--- src/rtl/sensor_conditioner.sv ---
// rtl/sensor_conditioner.sv - track-sensor synchronizer, debounce, rise pulses and stuck detect
module sensor_conditioner #(
    parameter int N_SENS       = 4,
    parameter int DEB_CYCLES   = 4,
    parameter int DEB_W        = 3,
    parameter int STUCK_CYCLES = 64,
    parameter int STUCK_W      = 7
) (
    input  logic              i_clk,
    input  logic              i_rst_n,
    input  logic [N_SENS-1:0] i_raw,
    input  logic              i_stuck_clr,
    output logic [N_SENS-1:0] o_sr,
    output logic [N_SENS-1:0] o_sr_rise,
    output logic [N_SENS-1:0] o_stuck
);

    localparam logic [DEB_W-1:0]   DEB_LAST = DEB_W'(DEB_CYCLES - 1);
    localparam logic [STUCK_W-1:0] STK_MAX  = STUCK_W'(STUCK_CYCLES);

    logic [N_SENS-1:0]  r_sy1;
    logic [N_SENS-1:0]  r_sy2;
    logic [N_SENS-1:0]  r_sr;
    logic [N_SENS-1:0]  r_sr_rise;
    logic [N_SENS-1:0]  r_stuck;
    logic [DEB_W-1:0]   r_deb_cnt [N_SENS];
    logic [STUCK_W-1:0] r_stk_cnt [N_SENS];

    logic [N_SENS-1:0]  w_sr_next;
    logic [N_SENS-1:0]  w_stk_set;
    logic [DEB_W-1:0]   w_deb_next [N_SENS];
    logic [STUCK_W-1:0] w_stk_next [N_SENS];

    always_comb begin
        w_sr_next = r_sr;
        w_stk_set = '0;
        for (int i = 0; i < N_SENS; i++) begin
            w_deb_next[i] = '0;
            w_stk_next[i] = '0;
            // Count consecutive synced samples that disagree with the current level.
            if (r_sy2[i] != r_sr[i]) begin
                if (r_deb_cnt[i] == DEB_LAST) begin
                    w_sr_next[i] = r_sy2[i];
                end else begin
                    w_deb_next[i] = r_deb_cnt[i] + 1'b1;
                end
            end
            if (r_sr[i]) begin
                w_stk_next[i] = (r_stk_cnt[i] == STK_MAX) ? STK_MAX : r_stk_cnt[i] + 1'b1;
                w_stk_set[i]  = (w_stk_next[i] == STK_MAX);
            end
        end
    end

    always_ff @(posedge i_clk) begin
        if (!i_rst_n) begin
            r_sy1     <= '0;
            r_sy2     <= '0;
            r_sr      <= '0;
            r_sr_rise <= '0;
            r_stuck   <= '0;
            for (int i = 0; i < N_SENS; i++) begin
                r_deb_cnt[i] <= '0;
                r_stk_cnt[i] <= '0;
            end
        end else begin
            r_sy1     <= i_raw;
            r_sy2     <= r_sy1;
            r_sr      <= w_sr_next;
            r_sr_rise <= w_sr_next & ~r_sr;
            // Clear wins over a same-edge set; a saturated counter re-sets on the next edge.
            r_stuck   <= i_stuck_clr ? '0 : (r_stuck | w_stk_set);
            for (int i = 0; i < N_SENS; i++) begin
                r_deb_cnt[i] <= w_deb_next[i];
                r_stk_cnt[i] <= w_stk_next[i];
            end
        end
    end

    assign o_sr      = r_sr;
    assign o_sr_rise = r_sr_rise;
    assign o_stuck   = r_stuck;

endmodule
--- config.mk ---
export PLATFORM = sky130hd
export DESIGN_NAME = sensor_conditioner
export DESIGN_NICKNAME = d
export VERILOG_FILES = /design/src/rtl/sensor_conditioner.sv
export SDC_FILE = /design/constraint.sdc
export NUM_CORES = 1
export LEC_CHECK = 0
export CORE_AREA = 2 2 75 77
export DETAILED_ROUTE_END_ITERATION = 16
export DIE_AREA = 0 0 77 79
export MAX_ROUTING_LAYER = met4
export PLACE_DENSITY_LB_ADDON = 0.12
export SYNTH_ARGS = -nofsm -noshare
export SYNTH_HDL_FRONTEND = slang
export SYNTH_SLANG_ARGS = --single-unit
--- constraint.sdc ---
create_clock -name i_clk -period 3.88 [get_ports i_clk]
set_input_delay 0.388 -clock i_clk [delete_from_list [all_inputs] [get_ports i_clk]]
set_output_delay 0.388 -clock i_clk [all_outputs]
set_load 0.02 [all_outputs]
Word level (Yosys, flattened, before mapping) --
Memory sizes are Yosys's and may differ from the RTL's. Cells that the tools add are included. W data, S select, Z words.
Operators by class: $add $sub $neg 8, multipliers 0, divide/modulo/power cells 0, order comparisons 0, eq/ne operators 16, shift-type cells 0, muxes and demuxes 38, bitwise operators 12, reduce and logical (&&, ||, !) cells 1
Operator list (count):
- $mux W7 | 12
- $eq A7 B7 Y1 const B | 8
- $mux W3 | 12
- $add A7 B1 Y7 const B | 4
- $mux W1 | 14
- $add A3 B1 Y3 const B | 4
- $eq A3 B2 Y1 const B | 4
- $or A1 B1 Y1 | 8
- $and A4 B4 Y4 | 1
- $ne A1 B1 Y1 | 4
- $not A4 Y4 | 1
- $or A4 B4 Y4 | 1
- $reduce_or A2 Y1 | 1
- $not A1 Y1 | 1
Word-level totals: register bits after elaboration 20, latch bits 0, bits in writable memories 40, bits in read-only memories 0, input port bits 7, logic and storage cells 82, memories kept 2
Memory list:
- r_stk_cnt | words 4, bits a word 7, rd ports 4, clocked after memory_dff 0, wr ports 4, RTL line 27 | logic [STUCK_W-1:0] r_stk_cnt [N_SENS];
- r_deb_cnt | words 4, bits a word 3, rd ports 4, clocked after memory_dff 0, wr ports 4, RTL line 26 | logic [DEB_W-1:0] r_deb_cnt [N_SENS];

Depth between registers and ports, before layout --
depth in word-level cells 5, mapped depth 6, gate-level depth less buffers 6

Least setup slack after synthesis --
Ideal clock, no wire load.
kind reg-to-reg, from mem r_stk_cnt[0][0], to reg r_stuck[0], in the netlist o_stuck[0], setup time 0.117 ns, arrival time 1.273 ns, required time 3.763 ns, setup slack 2.490 ns, stages on the path, launching flop included 6, path buffers 0, period minus slack after synthesis 1.390 ns, cell sequence dfxtp_1 > ha_1 > and4_1 > nand2_1 > xnor2_1 > a32o_1
RTL lines:
- start, declared | RTL line 27
- end signal, assigned | RTL line 72 | r_stuck <= i_stuck_clr ? '0 : (r_stuck | w_stk_set);
- end, declared | RTL line 25 | logic [N_SENS-1:0] r_stuck;

Final worst setup path --
from reg r_sr[0], in the netlist o_sr[0], to out o_sr[0]
RTL lines:
- start, declared | RTL line 23 | logic [N_SENS-1:0] r_sr;
- start signal, assigned | RTL line 69 | r_sr <= w_sr_next;
- end, declared | RTL line 13 | output logic [N_SENS-1:0] o_sr,
No word-level cell between the ends.

==> flow_summary_export.csv <==
group,metric,value,unit
power_and_ir_drop,netSwitchingFraction,19.9,%
hold_path,hold_class,"reg2reg",
layout,fin_cells,364,
drt,drtIter0Drc,92,
yosys,synthFlopType,"dfxtp_1",
global_routing,grt_max_degree,29,
drt,antenna_left,0,
cts,cts_buffer_depth,2,
critical_path,arrival,1450,ps
drt,drc,0,
power_and_ir_drop,p_int,916,uW
critical_path,crit_buf_inv,1,
timing,period_needed,1840,ps
timing,setup_tns,0,ps
run_status,outcome,"completed",
timing,finClkSkew,6.12,ps
critical_path,slowest_stage,"clkdlybuf4s50_1",
critical_path,path_class,"reg2out",
global_routing,antenna_found_initial,0,
placed_design,hpwl,2730,um
power_and_ir_drop,power_frac_comb,1.6,%
yosys,ys_seq_elements,60,
global_routing,grtUsageMet1,18.1,%
global_routing,grt_pass1_wl,7120,um
cts,ctsHoldBuffers,0,
layout,drive_above_1_share,6.51,%
global_routing,first_global_vias,1641,
floorplanning,std_cell_rows,27,
timing,finalHoldViolCount,0,
critical_path,cp_top_family,"buffers and inverters",
power_and_ir_drop,pwr-share-seq,54.5,%
yosys,synth_area_per_cell,9.68,um2
cts,clk_latency,310,ps
drt,drtPass1Iterations,4,
timing,worst_slew_pin_slew,292,ps
critical_path,start_kind,"register",
cts,clk_pin_slew_worst_paths,60,ps
floorplanning,die_y,79,um
cts,cts_tree,"yes",
critical_path,crit_chain,"clkdlybuf4s50_1",
floorplanning,pin_count,19,
timing,hold_slack,417,ps
global_routing,grt-busiest-layer,"met2",
cts,cts_htree_levels,3,
cts,cts_resized,0,
drt,vias,1738,
cts,cts_root_buf,"clkbuf_8",
layout,nets,310,
critical_path,crit_fanout,8,
drt,vias_per_cell,4.77,
timing,fmax,543,MHz
timing,setup_viol,0,
cts,clock_sinks,60,
layout,final_common_cell,"dfxtp_1",
layout,final_util,55.6,%
cts,postCtsSetupBuffers,0,
power_and_ir_drop,power.leakage,0.00113,uW
power_and_ir_drop,cellPowerDensity,386,mW/mm2
yosys,synth.distinct_cells,42,
global_routing,globalRouteMet2Util,23.7,%
global_routing,use_met3,4.09,%
critical_path,end_kind,"primary output",
yosys,netlist_area,0.00255,mm2
yosys,synth_fp_nets,287,
layout,n_antenna_cell,0,
power_and_ir_drop,switchingPower,228,uW
layout,area_delta_synth_final,16.1,%
drt,postRouteWirelength,3960,um
flow_run,max-cap-violations,0,
placed_design,dp_cells,348,
floorplanning,initial_core_util,47.9,%
yosys,async_flop_share,0,%
yosys,synth-edff-count,0,
critical_path,cp.required,3490,ps
yosys,seq_area_frac_synth,47.0,%
placed_design,gp_congestion,0.784,
global_routing,grtUsageTotal,15.0,%
floorplanning,die_x,77,um
power_and_ir_drop,power_frac_clock,43.9,%
placed_design,portBuffers,18,
power_and_ir_drop,irDropWorstVdd,0.229,mV
timing,finalCritPeriodShare,47.5,%
layout,most-common-layout-cells,"dfxtp_1, nor2_1, inv_1",
drt,avgRoutedWirePerCell,10.9,um
timing,slew_violations,0,
critical_path,cpPeakStageDelay,660,ps
floorplanning,die_area,0.00608,mm2
global_routing,grt_overflow,0,
timing,rsz0062_at_grt,"no",
timing,relSlewSlack,80.5,%
yosys,syn_inst,264,
cts,cts_made_buffers,9,
floorplanning,core_area,0.00534,mm2
yosys,ys_warn_count,0,
[metal layers]
metal | share of wire, % | wire [um]
met4 | 0.63 | 25
met3 | 2.6 | 101
met2 | 45 | 1780
met5 | 0 | 0
met1 | 52 | 2050
[sequential cells by signal, indices dropped and copies added, names as in the netlist]
register	count
o_sr_rise	4
r_stk_cnt	28
o_stuck	4
r_sy1	4
o_sr	4
r_sy2	4
r_deb_cnt	12
[worst paths after layout]
| kind | start | to | slack, ps | cells after the start |
|---|---|---|---|---|
| min | r_deb_cnt[1][0]$_SDFF_PP0_ | r_deb_cnt[1][0]$_SDFF_PP0_ | 420 | 1 |
| max reg2reg | r_stk_cnt[0][0]$_SDFF_PN0_ | o_stuck[0]$_SDFF_PP0_ | 2350 | 5 |
| max | o_sr[0]$_SDFF_PN0_ | o_sr[0] | 2040 | 1 |
| min reg2reg | r_deb_cnt[1][0]$_SDFF_PP0_ | r_deb_cnt[1][0]$_SDFF_PP0_ | 420 | 1 |
[power groups by stage]
stage                     sequential (uW)  combinational [uW]  clock [uW]
after floorplan                       636                12.1           0
after global placement                637                18.7           0
after detailed placement              637                19.2           0
after CTS                             623                19.3         520
after global routing                  623                21.7         548
final                                 623                18.7         502
[stage by stage]
| stage | instance area (um2) | total power [uW] | worst slack, ps |
|---|---|---|---|
| 2_1_floorplan | 2550 | 649 | 2490 |
| 3_3_place_gp | 2790 | 656 | 1850 |
| 3_5_place_dp | 2790 | 656 | 1800 |
| 4_1_cts | 2970 | 1160 | 2010 |
| 5_1_grt | 2970 | 1190 | 1970 |
| 6_report | 2970 | 1140 | 2040 |
[final cells by class]
cell class	instances	area [um2]
Multi-Input combinational cell	177	1230
Fill cell	491	2370
Tap cell	72	90.1
Inverter	20	75.1
Sequential cell	60	1200
Clock buffer	15	176
Clock inverter	1	5.00
Timing Repair Buffer	19	188
[cells in the mapped netlist, types with 4 or more instances]
cell type | n | area share (%)
mux2i_1 | 4 | 1.6
nand2_1 | 10 | 1.5
and2_1 | 8 | 2.0
dfxtp_1 | 60 | 47
and3_1 | 8 | 2.0
xor2_1 | 12 | 4.1
nor2b_1 | 11 | 2.7
nand3_1 | 15 | 2.9
inv_1 | 20 | 2.9
nand3b_1 | 9 | 2.6
ha_1 | 16 | 7.8
xnor2_1 | 13 | 4.5
nor2_1 | 37 | 5.4
[cell families after synthesis]
family                     share of synthesized area (%)
and+or+nand+nor                                     23.6
DFF                                                 47.0
buffers and inverters                               4.80
xor gates and xnor gates                            8.57
AOI/OAI and AO/OA                                   6.61
adders and majority gates                           7.84
muxes                                               1.57
[worst register-to-register path, delay by kind of cell, from the launching register on]
kind	cells	cell delay [ps]
and+or+nand+nor	2	310
xor gates and xnor gates	1	140
AOI/OAI and AO/OA	1	260
adders and majority gates	1	270
DFF	1	430
No activity file was read; power rests on OpenSTA's default activity.
